<file path="config.mk">
export PLATFORM = sky130hd
export DESIGN_NAME = sd_init_sequencer
export DESIGN_NICKNAME = d
export VERILOG_FILES = /design/src/rtl/sd_spi_pkg.sv /design/src/rtl/sd_crc7.sv /design/src/rtl/sd_init_sequencer.sv
export SDC_FILE = /design/constraint.sdc
export NUM_CORES = 1
export LEC_CHECK = 0
export ABC_AREA = 1
export CAP_MARGIN = 20
export CORE_AREA = 4 4 105 107
export CTS_BUF_LIST = sky130_fd_sc_hd__clkbuf_2 sky130_fd_sc_hd__clkbuf_4 sky130_fd_sc_hd__clkbuf_8
export DETAILED_ROUTE_END_ITERATION = 16
export DIE_AREA = 0 0 109 111
export MAX_ROUTING_LAYER = met4
export PLACE_DENSITY = 0.78
export SLEW_MARGIN = 10
export SYNTH_ARGS = -nofsm -noshare
export SYNTH_HDL_FRONTEND = slang
export SYNTH_SLANG_ARGS = --single-unit
</file>
<file path="constraint.sdc">
create_clock -name seq_clk_i -period 3.9 [get_ports seq_clk_i]
set_input_delay 1.17 -clock seq_clk_i [delete_from_list [all_inputs] [get_ports seq_clk_i]]
set_output_delay 1.17 -clock seq_clk_i [all_outputs]
set_load 0.05 [all_outputs]
</file>
<file path="src/rtl/sd_spi_pkg.sv">
// sd_spi_pkg
// Shared definitions for the SD-card SPI-mode init sequencer.
// Contents:
//   - FSM state encoding
//   - command selector, command indices and arguments
//   - fixed CRC trailer bytes and error codes
//   - helper functions that build the 40-bit frame head and pick the fixed
//     trailer byte for a command
package sd_spi_pkg;

  typedef enum logic [3:0] {
    ST_IDLE,
    ST_POWERUP,
    ST_SEND_CMD,
    ST_WAIT_R1,
    ST_READ_EXT,
    ST_GAP,
    ST_EVAL,
    ST_DONE,
    ST_ERROR
  } seq_state_t;

  typedef enum logic [2:0] {
    CMD_GO_IDLE,
    CMD_IF_COND,
    CMD_APP,
    CMD_SD_OP_COND,
    CMD_READ_OCR
  } cmd_sel_t;

  localparam logic [5:0] IDX_CMD0   = 6'd0;
  localparam logic [5:0] IDX_CMD8   = 6'd8;
  localparam logic [5:0] IDX_CMD55  = 6'd55;
  localparam logic [5:0] IDX_ACMD41 = 6'd41;
  localparam logic [5:0] IDX_CMD58  = 6'd58;

  localparam logic [31:0] ARG_NONE   = 32'h0000_0000;
  localparam logic [31:0] ARG_CMD8   = 32'h0000_01AA;
  localparam logic [31:0] ARG_ACMD41 = 32'h4000_0000;

  localparam logic [7:0] CRC_CMD0  = 8'h95;
  localparam logic [7:0] CRC_CMD8  = 8'h87;
  localparam logic [7:0] CRC_OTHER = 8'h01;

  localparam logic [2:0] ERR_NONE       = 3'd0;
  localparam logic [2:0] ERR_R1_TIMEOUT = 3'd1;
  localparam logic [2:0] ERR_CMD0       = 3'd2;
  localparam logic [2:0] ERR_CMD8       = 3'd3;
  localparam logic [2:0] ERR_ACMD41     = 3'd4;
  localparam logic [2:0] ERR_CMD58      = 3'd5;

  // Start bits, command index and argument: everything the CRC7 covers.
  function automatic logic [39:0] frame_head(input cmd_sel_t c);
    logic [39:0] head;
    case (c)
      CMD_GO_IDLE:    head = {2'b01, IDX_CMD0,   ARG_NONE};
      CMD_IF_COND:    head = {2'b01, IDX_CMD8,   ARG_CMD8};
      CMD_APP:        head = {2'b01, IDX_CMD55,  ARG_NONE};
      CMD_SD_OP_COND: head = {2'b01, IDX_ACMD41, ARG_ACMD41};
      CMD_READ_OCR:   head = {2'b01, IDX_CMD58,  ARG_NONE};
      default:        head = {2'b01, IDX_CMD0,   ARG_NONE};
    endcase
    return head;
  endfunction

  function automatic logic [7:0] fixed_trailer(input cmd_sel_t c);
    logic [7:0] t;
    case (c)
      CMD_GO_IDLE: t = CRC_CMD0;
      CMD_IF_COND: t = CRC_CMD8;
      default:     t = CRC_OTHER;
    endcase
    return t;
  endfunction

  // Commands whose response carries 4 bytes after R1 (R7 / R3).
  function automatic logic has_ext(input cmd_sel_t c);
    return (c == CMD_IF_COND) || (c == CMD_READ_OCR);
  endfunction

endpackage

</file>
<file path="src/rtl/sd_crc7.sv">
// sd_crc7
// Serial CRC7 (polynomial x^7 + x^3 + 1), one message bit per cycle, MSB first.
// Ports:
//   clk      clock
//   rst      asynchronous active-high reset
//   start    clears the remainder (takes priority over valid)
//   data_bit message bit
//   valid    data_bit is consumed this cycle
//   crc      current remainder
module sd_crc7 (
  input  logic       clk,
  input  logic       rst,
  input  logic       start,
  input  logic       data_bit,
  input  logic       valid,
  output logic [6:0] crc
);

  // LFSR form: feedback is the incoming bit XOR the remainder MSB, folded
  // back into taps 3 and 0.
  always_ff @(posedge clk or posedge rst) begin
    if (rst) begin
      crc <= 7'd0;
    end else if (start) begin
      crc <= 7'd0;
    end else if (valid) begin
      crc <= {crc[5:0], 1'b0} ^ ({7{data_bit ^ crc[6]}} & 7'h09);
    end
  end

endmodule

</file>
<file path="src/rtl/sd_init_sequencer.sv">
// sd_init_sequencer
// Drives a byte-wide SPI master through SD-card SPI-mode initialisation.
// The sequence is 80 power-up clocks, CMD0, CMD8, a CMD55/ACMD41 poll loop,
// then CMD58. The block owns chip-select and the SCK divider select.
// Optional build macro SD_SEQ_CRC7_EN: when defined, the CMD0/CMD8 CRC is
// computed serially by sd_crc7. Each command then spends 40 cycles on the CRC
// before byte 0. When undefined, fixed trailer bytes are used.
// Ports:
//   seq_clk_i / seq_rst_i   clock, asynchronous active-high reset
//   start_i                 pulse: begin initialisation (ignored while busy)
//   spi_rx_i / spi_done_i   received byte, exchange-complete pulse
//   spi_tx_o / spi_start_o  byte to send, exchange-start pulse
//   spi_cs_n_o              card chip-select, active low
//   clock_divider_o         SPI master SCK divider select
//   busy_o / ready_o / error_o / error_code_o   status (ready/error sticky)
//   card_hc_o / ocr_o       CCS bit and OCR from CMD58
module sd_init_sequencer
  import sd_spi_pkg::*;
#(
  parameter int         POWERUP_BYTES = 10,
  parameter int         NCR_MAX       = 8,
  parameter int         ACMD41_RETRY  = 1000,
  parameter logic [1:0] SLOW_DIV      = 2'b11,
  parameter logic [1:0] FAST_DIV      = 2'b00
) (
  input  logic        seq_clk_i,
  input  logic        seq_rst_i,
  input  logic        start_i,
  input  logic [7:0]  spi_rx_i,
  input  logic        spi_done_i,
  output logic [7:0]  spi_tx_o,
  output logic        spi_start_o,
  output logic        spi_cs_n_o,
  output logic [1:0]  clock_divider_o,
  output logic        busy_o,
  output logic        ready_o,
  output logic        error_o,
  output logic [2:0]  error_code_o,
  output logic        card_hc_o,
  output logic [31:0] ocr_o
);

  localparam int CNT_W = 8;
  localparam int RC_W  = $clog2(ACMD41_RETRY + 1);

  seq_state_t       state, state_nxt;
  cmd_sel_t         cmd, cmd_nxt;
  logic [2:0]       code_nxt;
  logic [CNT_W-1:0] byte_cnt;
  logic [RC_W-1:0]  retry_cnt;
  logic             in_flight;
  logic [7:0]       r1;
  logic [31:0]      ext;
  logic             byte_phase;
  logic             byte_done;
  logic             enter_cmd;
  logic             crc_ready;
  logic [7:0]       trailer;
  logic [47:0]      frame;

  assign byte_done = spi_done_i & in_flight;
  assign frame     = {frame_head(cmd), trailer};
  assign enter_cmd = (state_nxt == ST_SEND_CMD) && (state != ST_SEND_CMD);

`ifdef SD_SEQ_CRC7_EN
  logic [5:0]  crc_cnt;
  logic [39:0] crc_sreg;
  logic [6:0]  crc7;
  logic        crc_feed;

  assign crc_feed  = (state == ST_SEND_CMD) && (crc_cnt != 6'd40);
  assign crc_ready = !crc_feed;
  // The card only checks CRC on CMD0/CMD8 in SPI mode. The other commands keep
  // the 01 trailer, so both builds put identical frames on the wire.
  assign trailer   = ((cmd == CMD_GO_IDLE) || (cmd == CMD_IF_COND)) ? {crc7, 1'b1} : CRC_OTHER;

  // Feed the 40 head bits MSB-first into the CRC, one per cycle, starting on
  // SEND_CMD entry. No SPI byte starts until all 40 are consumed.
  always_ff @(posedge seq_clk_i or posedge seq_rst_i) begin
    if (seq_rst_i) begin
      crc_cnt  <= 6'd0;
      crc_sreg <= 40'd0;
    end else if (enter_cmd) begin
      crc_cnt  <= 6'd0;
      crc_sreg <= frame_head(cmd_nxt);
    end else if (crc_feed) begin
      crc_cnt  <= crc_cnt + 6'd1;
      crc_sreg <= {crc_sreg[38:0], 1'b0};
    end
  end

  sd_crc7 u_crc7 (
    .clk      (seq_clk_i),
    .rst      (seq_rst_i),
    .start    (enter_cmd),
    .data_bit (crc_sreg[39]),
    .valid    (crc_feed),
    .crc      (crc7)
  );
`else
  assign crc_ready = 1'b1;
  assign trailer   = fixed_trailer(cmd);
`endif

  // States that exchange bytes with the SPI master. A new byte starts whenever
  // none is outstanding. CS is low only while a command is framed or answered.
  always_comb begin
    byte_phase  = (state == ST_POWERUP) || (state == ST_SEND_CMD) || (state == ST_WAIT_R1) ||
                  (state == ST_READ_EXT) || (state == ST_GAP);
    spi_start_o = byte_phase && !in_flight && crc_ready;
    spi_cs_n_o  = !((state == ST_SEND_CMD) || (state == ST_WAIT_R1) || (state == ST_READ_EXT));
    busy_o      = (state != ST_IDLE) && (state != ST_DONE) && (state != ST_ERROR);
    spi_tx_o    = 8'hFF;
    if (state == ST_SEND_CMD) begin
      case (byte_cnt[2:0])
        3'd0:    spi_tx_o = frame[47:40];
        3'd1:    spi_tx_o = frame[39:32];
        3'd2:    spi_tx_o = frame[31:24];
        3'd3:    spi_tx_o = frame[23:16];
        3'd4:    spi_tx_o = frame[15:8];
        default: spi_tx_o = frame[7:0];
      endcase
    end
  end

  always_ff @(posedge seq_clk_i or posedge seq_rst_i) begin
    if (seq_rst_i) state <= ST_IDLE;
    else           state <= state_nxt;
  end

  // Next state, plus the command to issue next and the failure cause.
  always_comb begin
    state_nxt = state;
    cmd_nxt   = cmd;
    code_nxt  = ERR_NONE;
    case (state)
      ST_IDLE: if (start_i) state_nxt = ST_POWERUP;
      ST_POWERUP:
        if (byte_done && byte_cnt == CNT_W'(POWERUP_BYTES - 1)) begin
          state_nxt = ST_SEND_CMD;
          cmd_nxt   = CMD_GO_IDLE;
        end
      ST_SEND_CMD:
        if (byte_done && byte_cnt == CNT_W'(5)) state_nxt = ST_WAIT_R1;
      ST_WAIT_R1:
        if (byte_done) begin
          if (!spi_rx_i[7]) begin
            state_nxt = has_ext(cmd) ? ST_READ_EXT : ST_GAP;
          end else if (byte_cnt == CNT_W'(NCR_MAX - 1)) begin
            state_nxt = ST_ERROR;
            code_nxt  = ERR_R1_TIMEOUT;
          end
        end
      ST_READ_EXT:
        if (byte_done && byte_cnt == CNT_W'(3)) state_nxt = ST_GAP;
      ST_GAP:
        if (byte_done) state_nxt = ST_EVAL;
      ST_EVAL: begin
        state_nxt = ST_ERROR;
        case (cmd)
          CMD_GO_IDLE:
            if (r1 == 8'h01) begin
              state_nxt = ST_SEND_CMD;
              cmd_nxt   = CMD_IF_COND;
            end else code_nxt = ERR_CMD0;
          CMD_IF_COND:
            if (r1 == 8'h01 && ext[11:0] == 12'h1AA) begin
              state_nxt = ST_SEND_CMD;
              cmd_nxt   = CMD_APP;
            end else code_nxt = ERR_CMD8;
          CMD_APP:
            if (r1 == 8'h00 || r1 == 8'h01) begin
              state_nxt = ST_SEND_CMD;
              cmd_nxt   = CMD_SD_OP_COND;
            end else code_nxt = ERR_ACMD41;
          CMD_SD_OP_COND:
            // R1=01 means the card is still initialising: try again unless
            // this was the last permitted iteration.
            if (r1 == 8'h00) begin
              state_nxt = ST_SEND_CMD;
              cmd_nxt   = CMD_READ_OCR;
            end else if (r1 == 8'h01 && retry_cnt < RC_W'(ACMD41_RETRY - 1)) begin
              state_nxt = ST_SEND_CMD;
              cmd_nxt   = CMD_APP;
            end else code_nxt = ERR_ACMD41;
          CMD_READ_OCR:
            if (r1 == 8'h00) state_nxt = ST_DONE;
            else code_nxt = ERR_CMD58;
          default: code_nxt = ERR_CMD0;
        endcase
      end
      ST_DONE:  state_nxt = ST_IDLE;
      ST_ERROR: state_nxt = ST_IDLE;
      default:  state_nxt = ST_IDLE;
    endcase
  end

  // Byte bookkeeping, response capture and the sticky status outputs.
  always_ff @(posedge seq_clk_i or posedge seq_rst_i) begin
    if (seq_rst_i) begin
      in_flight       <= 1'b0;
      byte_cnt        <= '0;
      retry_cnt       <= '0;
      cmd             <= CMD_GO_IDLE;
      r1              <= 8'h00;
      ext             <= 32'd0;
      ready_o         <= 1'b0;
      error_o         <= 1'b0;
      error_code_o    <= ERR_NONE;
      card_hc_o       <= 1'b0;
      ocr_o           <= 32'd0;
      clock_divider_o <= SLOW_DIV;
    end else begin
      if (spi_start_o)     in_flight <= 1'b1;
      else if (spi_done_i) in_flight <= 1'b0;

      if (state_nxt != state) byte_cnt <= '0;
      else if (byte_done)     byte_cnt <= byte_cnt + CNT_W'(1);

      if (enter_cmd) cmd <= cmd_nxt;

      if (byte_done && state == ST_WAIT_R1 && !spi_rx_i[7]) r1 <= spi_rx_i;
      if (byte_done && state == ST_READ_EXT) ext <= {ext[23:0], spi_rx_i};

      if (state == ST_EVAL && cmd == CMD_SD_OP_COND && r1 == 8'h01 &&
          retry_cnt < RC_W'(ACMD41_RETRY))
        retry_cnt <= retry_cnt + RC_W'(1);

      if (state == ST_EVAL && cmd == CMD_READ_OCR && r1 == 8'h00) begin
        ocr_o     <= ext;
        card_hc_o <= ext[30];
      end

      if (state_nxt == ST_ERROR && state != ST_ERROR) error_code_o <= code_nxt;

      case (state)
        ST_IDLE:
          if (start_i) begin
            ready_o         <= 1'b0;
            error_o         <= 1'b0;
            error_code_o    <= ERR_NONE;
            card_hc_o       <= 1'b0;
            ocr_o           <= 32'd0;
            retry_cnt       <= '0;
            clock_divider_o <= SLOW_DIV;
          end
        ST_DONE: begin
          ready_o         <= 1'b1;
          clock_divider_o <= FAST_DIV;
        end
        ST_ERROR: begin
          error_o         <= 1'b1;
          clock_divider_o <= SLOW_DIV;
        end
        default: ;
      endcase
    end
  end

endmodule

</file>
# Word-level counts from Yosys, hierarchy flattened
# Index checks and enable logic that the tools add are counted.
[classes] bitwise=1 reduce_logical=44 order_cmp=2 eq_ne=35 muxes=61 n_addsub=2
[ops] op="case mux 38 bit (4 select lines)" n=1
[ops] op="two-way mux 32 bit" n=3
[ops] op="two-way mux 4 bit" n=14
[ops] op="case mux 8 bit (5 select lines)" n=1
[ops] op="two-way mux 3 bit" n=13
[ops] op="two-way mux 10 bit" n=3
[ops] op="case mux 4 bit (7 select lines)" n=1
[ops] op="two-way mux 8 bit" n=3
[ops] op="< comparator 10 bit, second input constant" n=2
[ops] op="case mux 4 bit (5 select lines)" n=1
[ops] op="logical AND 1 bit" n=18
[ops] op="== test 4 x 3 -> 1 bit, second input constant" n=4
[ops] op="== test 8 x 3 -> 1 bit, second input constant" n=2
[ops] op="case mux 8 bit (2 select lines)" n=1
[ops] op="case mux 3 bit (5 select lines)" n=1
[ops] op="== test 12 x 9 -> 1 bit, second input constant" n=1
[ops] op="== test 3 x 2 -> 1 bit, second input constant" n=4
[ops] op="== test 4 x 2 -> 1 bit, second input constant" n=3
[ops] op="case mux 3 bit (2 select lines)" n=2
[ops] op="case mux 3 bit (4 select lines)" n=1
[ops] op="adder 10 x 1 -> 10 bit, second input constant" n=1
[ops] op="two-way mux 1 bit" n=10
[ops] op="nonzero test 2 bit" n=5
[ops] op="!= test 3 bit, second input constant" n=3
[ops] op="28 further kinds" n=47
[word_totals] ff_bits=106 out_inout_bits=51 in_bits=12 elab_cells=158

# Longest topological paths before layout
[depth] depth_word=11 depth_mapped=12 mapped_depth_nobuf=12

# Worst setup path after synthesis
# OpenSTA, ideal clock, no wires.
[synth_path] path_kind="register -> output" start="reg byte_cnt[0]" end="out spi_tx_o[4]" slack_ps=-29 n_path_buf=0 arrival_time_ps=2759 required_ps=2730 path_stages_with_launch=5 path_cell_list="dfrtp_1 ha_1 o21ai_0 nand3_1 o311ai_0"
[synth_via] elab_chain_cells=3 word_cells_on_any_way=7 cone_classes="4 x eq/ne; 2 x mux; 1 x reduce/logical"
[synth_lines] element="start: declaration" line="sd_init_sequencer.sv:49" text="logic [CNT_W-1:0] byte_cnt;"
[synth_lines] element="start signal: assignment" line="sd_init_sequencer.sv:218" text="else if (byte_done) byte_cnt <= byte_cnt + CNT_W'(1);"
[synth_lines] element="== test 3 bit (tied with other cells)" line="sd_init_sequencer.sv:115" text="case (byte_cnt[2:0])"
[synth_lines] element="case mux 8 bit (5 select lines) (*)" line="sd_init_sequencer.sv:115"
[synth_lines] element="two-way mux 8 bit (*)" line="sd_init_sequencer.sv:114" text="if (state == ST_SEND_CMD) begin"
[synth_lines] element="end: declaration" line="sd_init_sequencer.sv:31" text="output logic [7:0] spi_tx_o,"
# Mark *: on every way between the ends. The rest lies on a longest branch, timed or not.

# Final worst setup path
[layout_path] start="reg byte_cnt[0]" end="out spi_tx_o[5]"
# Same word-level chain as after synthesis.

==> flow_summary.toml <==
[job]
maxCapViolCount = 0

[sta]
setup_tns_ps = 0
fin_skew_ps = 8.082
fin_crit_sh_pct = 94.06
tightest_slew_ps = 858.8
period_needed_ps = 3668
drv_slew = 0
rsz0062_at_grt = "no"
setup_slack_ps = 231.5
hold_viol_final = 0
max_freq_ghz = 0.2726
finalSetupViolations = 0
slew_headroom_pct = 42.63

[die]
start_util_pct = 50.66
die_h_um = 111
core_mm2 = 0.01014
die_w_um = 109
io_pins = 63
dieArea_mm2 = 0.01210
std_cell_rows = 37

[synthesis]
yosysUniqueCellTypes = 41
synth_seq_cells = 105
ys_seq_area_share_pct = 51.18
synthCells = 633
synth_nets = 651
ys_async_sr_fraction_pct = 100.0
synth-edff-count = 0
syn_area_mm2 = 0.005136
yosysWarnings = 0
avgSynthCellArea_um2 = 8.114
synthFlopType = "dfrtp_1"

[placed_design]
pre_cts_ws_ps = 498.1
place_congestion = 0.9498
dp_hpwl_um = 8821
numPortBuffers = 62

[global_route]
overflow = 0
grt_pass1_vias = 4227
grt_use_total_pct = 21.40
antenna_found_initial = 0
grt_max_degree = 65
grt_pass1_wl_um = 20240

[clock_tree]
cts_root_buffer = "clkbuf_8"
cts_tree = "built"
clk_pin_slew_ps = 90
cts-resized-gates = 0
cts.htree.levels = 3
cts_buffers = 9
cts_hold_buffers = 0
clock_sinks = 105
clk_path_buf_depth = 2
clk_latency_ps = 370
postCtsSetupRepairBufs = 0

[setup_path]
endpoint_kind = "primary output"
required_ps = 2730
worst-path-max-fanout = 4
crit_arrival_ps = 2500
crit_path_start_kind = "register"
crit_type = "reg -> out"

[cells_and_area]
drive_above_1_share_pct = 8.155
area_delta_synth_final_pct = 19.37
antenna_cells = 0
layout_commonest_cell = "nand2_1"
final_cell_mix = "nand2_1 (113), dfrtp_1 (104), inv_1 (97)"
final_nets = 713

[drt]
drt-initial-drc-count = 254
post-route-drc-count = 0
first_pass_iters = 7
vias_per_cell = 5.187
drt_wl_total_um = 11650
ant_nets = 0
wire_per_inst_um = 13.95
vias = 4331

[power]
power_density_mw_per_mm2 = 478.0
cellLeakagePower_nw = 3.012
power.ir.vdd_worst_mv = 0.3475

[worst_hold_path]
min_path_type = "reg -> reg"

[run_status]
status = "complete, no violations"
## worst max-delay path: stages (launching register included)
cell,delay (ps)
dfrtp_1,430
inv_1,120
ha_1,180
inv_1,60
nor2_1,110
inv_1,90
nor2_1,200
nand2_1,80
nand2_1,70
clkdlybuf4s50_1,800
## cell families after synthesis
kind of cell	synth area share, %
simple gates	21.17
compound gates	14.30
buf+inv	9.330
flops	51.18
mux	1.535
xor+xnor	1.023
fa+ha+maj	1.462
## worst paths after layout
check                              startpoint                 end  slack (ps)  cells past startpoint
min in group asynchronous           seq_rst_i               r1[1]        1320                      2
min reg2reg                clock_divider_o[0]  clock_divider_o[0]         490                      2
max reg2reg                       byte_cnt[1]         byte_cnt[6]        1900                     12
max                               byte_cnt[0]         spi_tx_o[5]         230                      9
max in group asynchronous           seq_rst_i           ocr_o[17]        1880                      3
min                        clock_divider_o[0]  clock_divider_o[0]         490                      2
## stage by stage
step | instances | hold WS, ps | area, um^2 | utilization (%) | total power [W]
floorplan | 633 | 447.9 | 5140 | - | 0.001970
global placement | 820 | 464.1 | 5921 | 58.40 | 0.002241
detailed placement | 820 | 477.6 | 5921 | 58.40 | 0.002262
CTS | 835 | 493.6 | 6123 | 60.40 | 0.002958
global route | 835 | 525.0 | 6131 | 60.47 | 0.003133
finish | 835 | 490.9 | 6131 | 60.47 | 0.002931
## registers in the layout, indices dropped and copies added, names as in the netlist
| name | flops |
|---|---|
| error_code_o | 3 |
| ext | 32 |
| state | 4 |
| in_flight | 1 |
| cmd | 3 |
| byte_cnt | 8 |
| r1 | 8 |
| ocr_o | 32 |
| ready_o | 1 |
| clock_divider_o | 1 |
| retry_cnt | 10 |
| error_o | 1 |
| card_hc_o | 1 |
## synthesized netlist by cell type, types with 4 or more instances
master | n | area [um^2]
xor2_1 | 5 | 43.79
nand2_1 | 113 | 424.2
o21ai_0 | 70 | 350.3
clkbuf_1 | 8 | 30.03
ha_1 | 6 | 75.07
inv_1 | 98 | 367.9
dfrtp_1 | 104 | 2603
a21oi_1 | 53 | 265.3
nand4_1 | 4 | 25.02
nand2_2 | 5 | 31.28
buf_2 | 7 | 35.03
mux2_2 | 7 | 78.83
inv_2 | 5 | 18.77
nor2_1 | 76 | 285.3
o211ai_1 | 4 | 30.03
nor3_1 | 7 | 35.03
nand3_1 | 25 | 125.1
## final cells by class
cell class / count / area, um^2
Clock buffer: 11 / 151.4
Clock inverter: 4 / 51.30
Fill cell: 895 / 4008
Inverter: 104 / 395.4
Multi-Input combinational cell: 405 / 2033
Sequential cell: 105 / 2629
Tap cell: 136 / 170.2
Timing Repair Buffer: 70 / 700.7
## routing by layer
| layer | track usage [%] | part of all wire, % |
|---|---|---|
| met1 | 29.42 | 45 |
| met2 | 32.92 | 49 |
| met3 | 4.077 | 4.5 |
| met4 | 5.051 | 1.4 |
| met5 | - | 0 |
## report_power, final
| part | leakage, nW | internal (W) | switching, W |
|---|---|---|---|
| Combinational | 1.50 | 0.000287 | 0.000645 |
| Clock | 0.102 | 0.000330 | 0.000359 |
| Sequential | 1.41 | 0.00120 | 0.000107 |
Power figures use the tool's default switching activity.
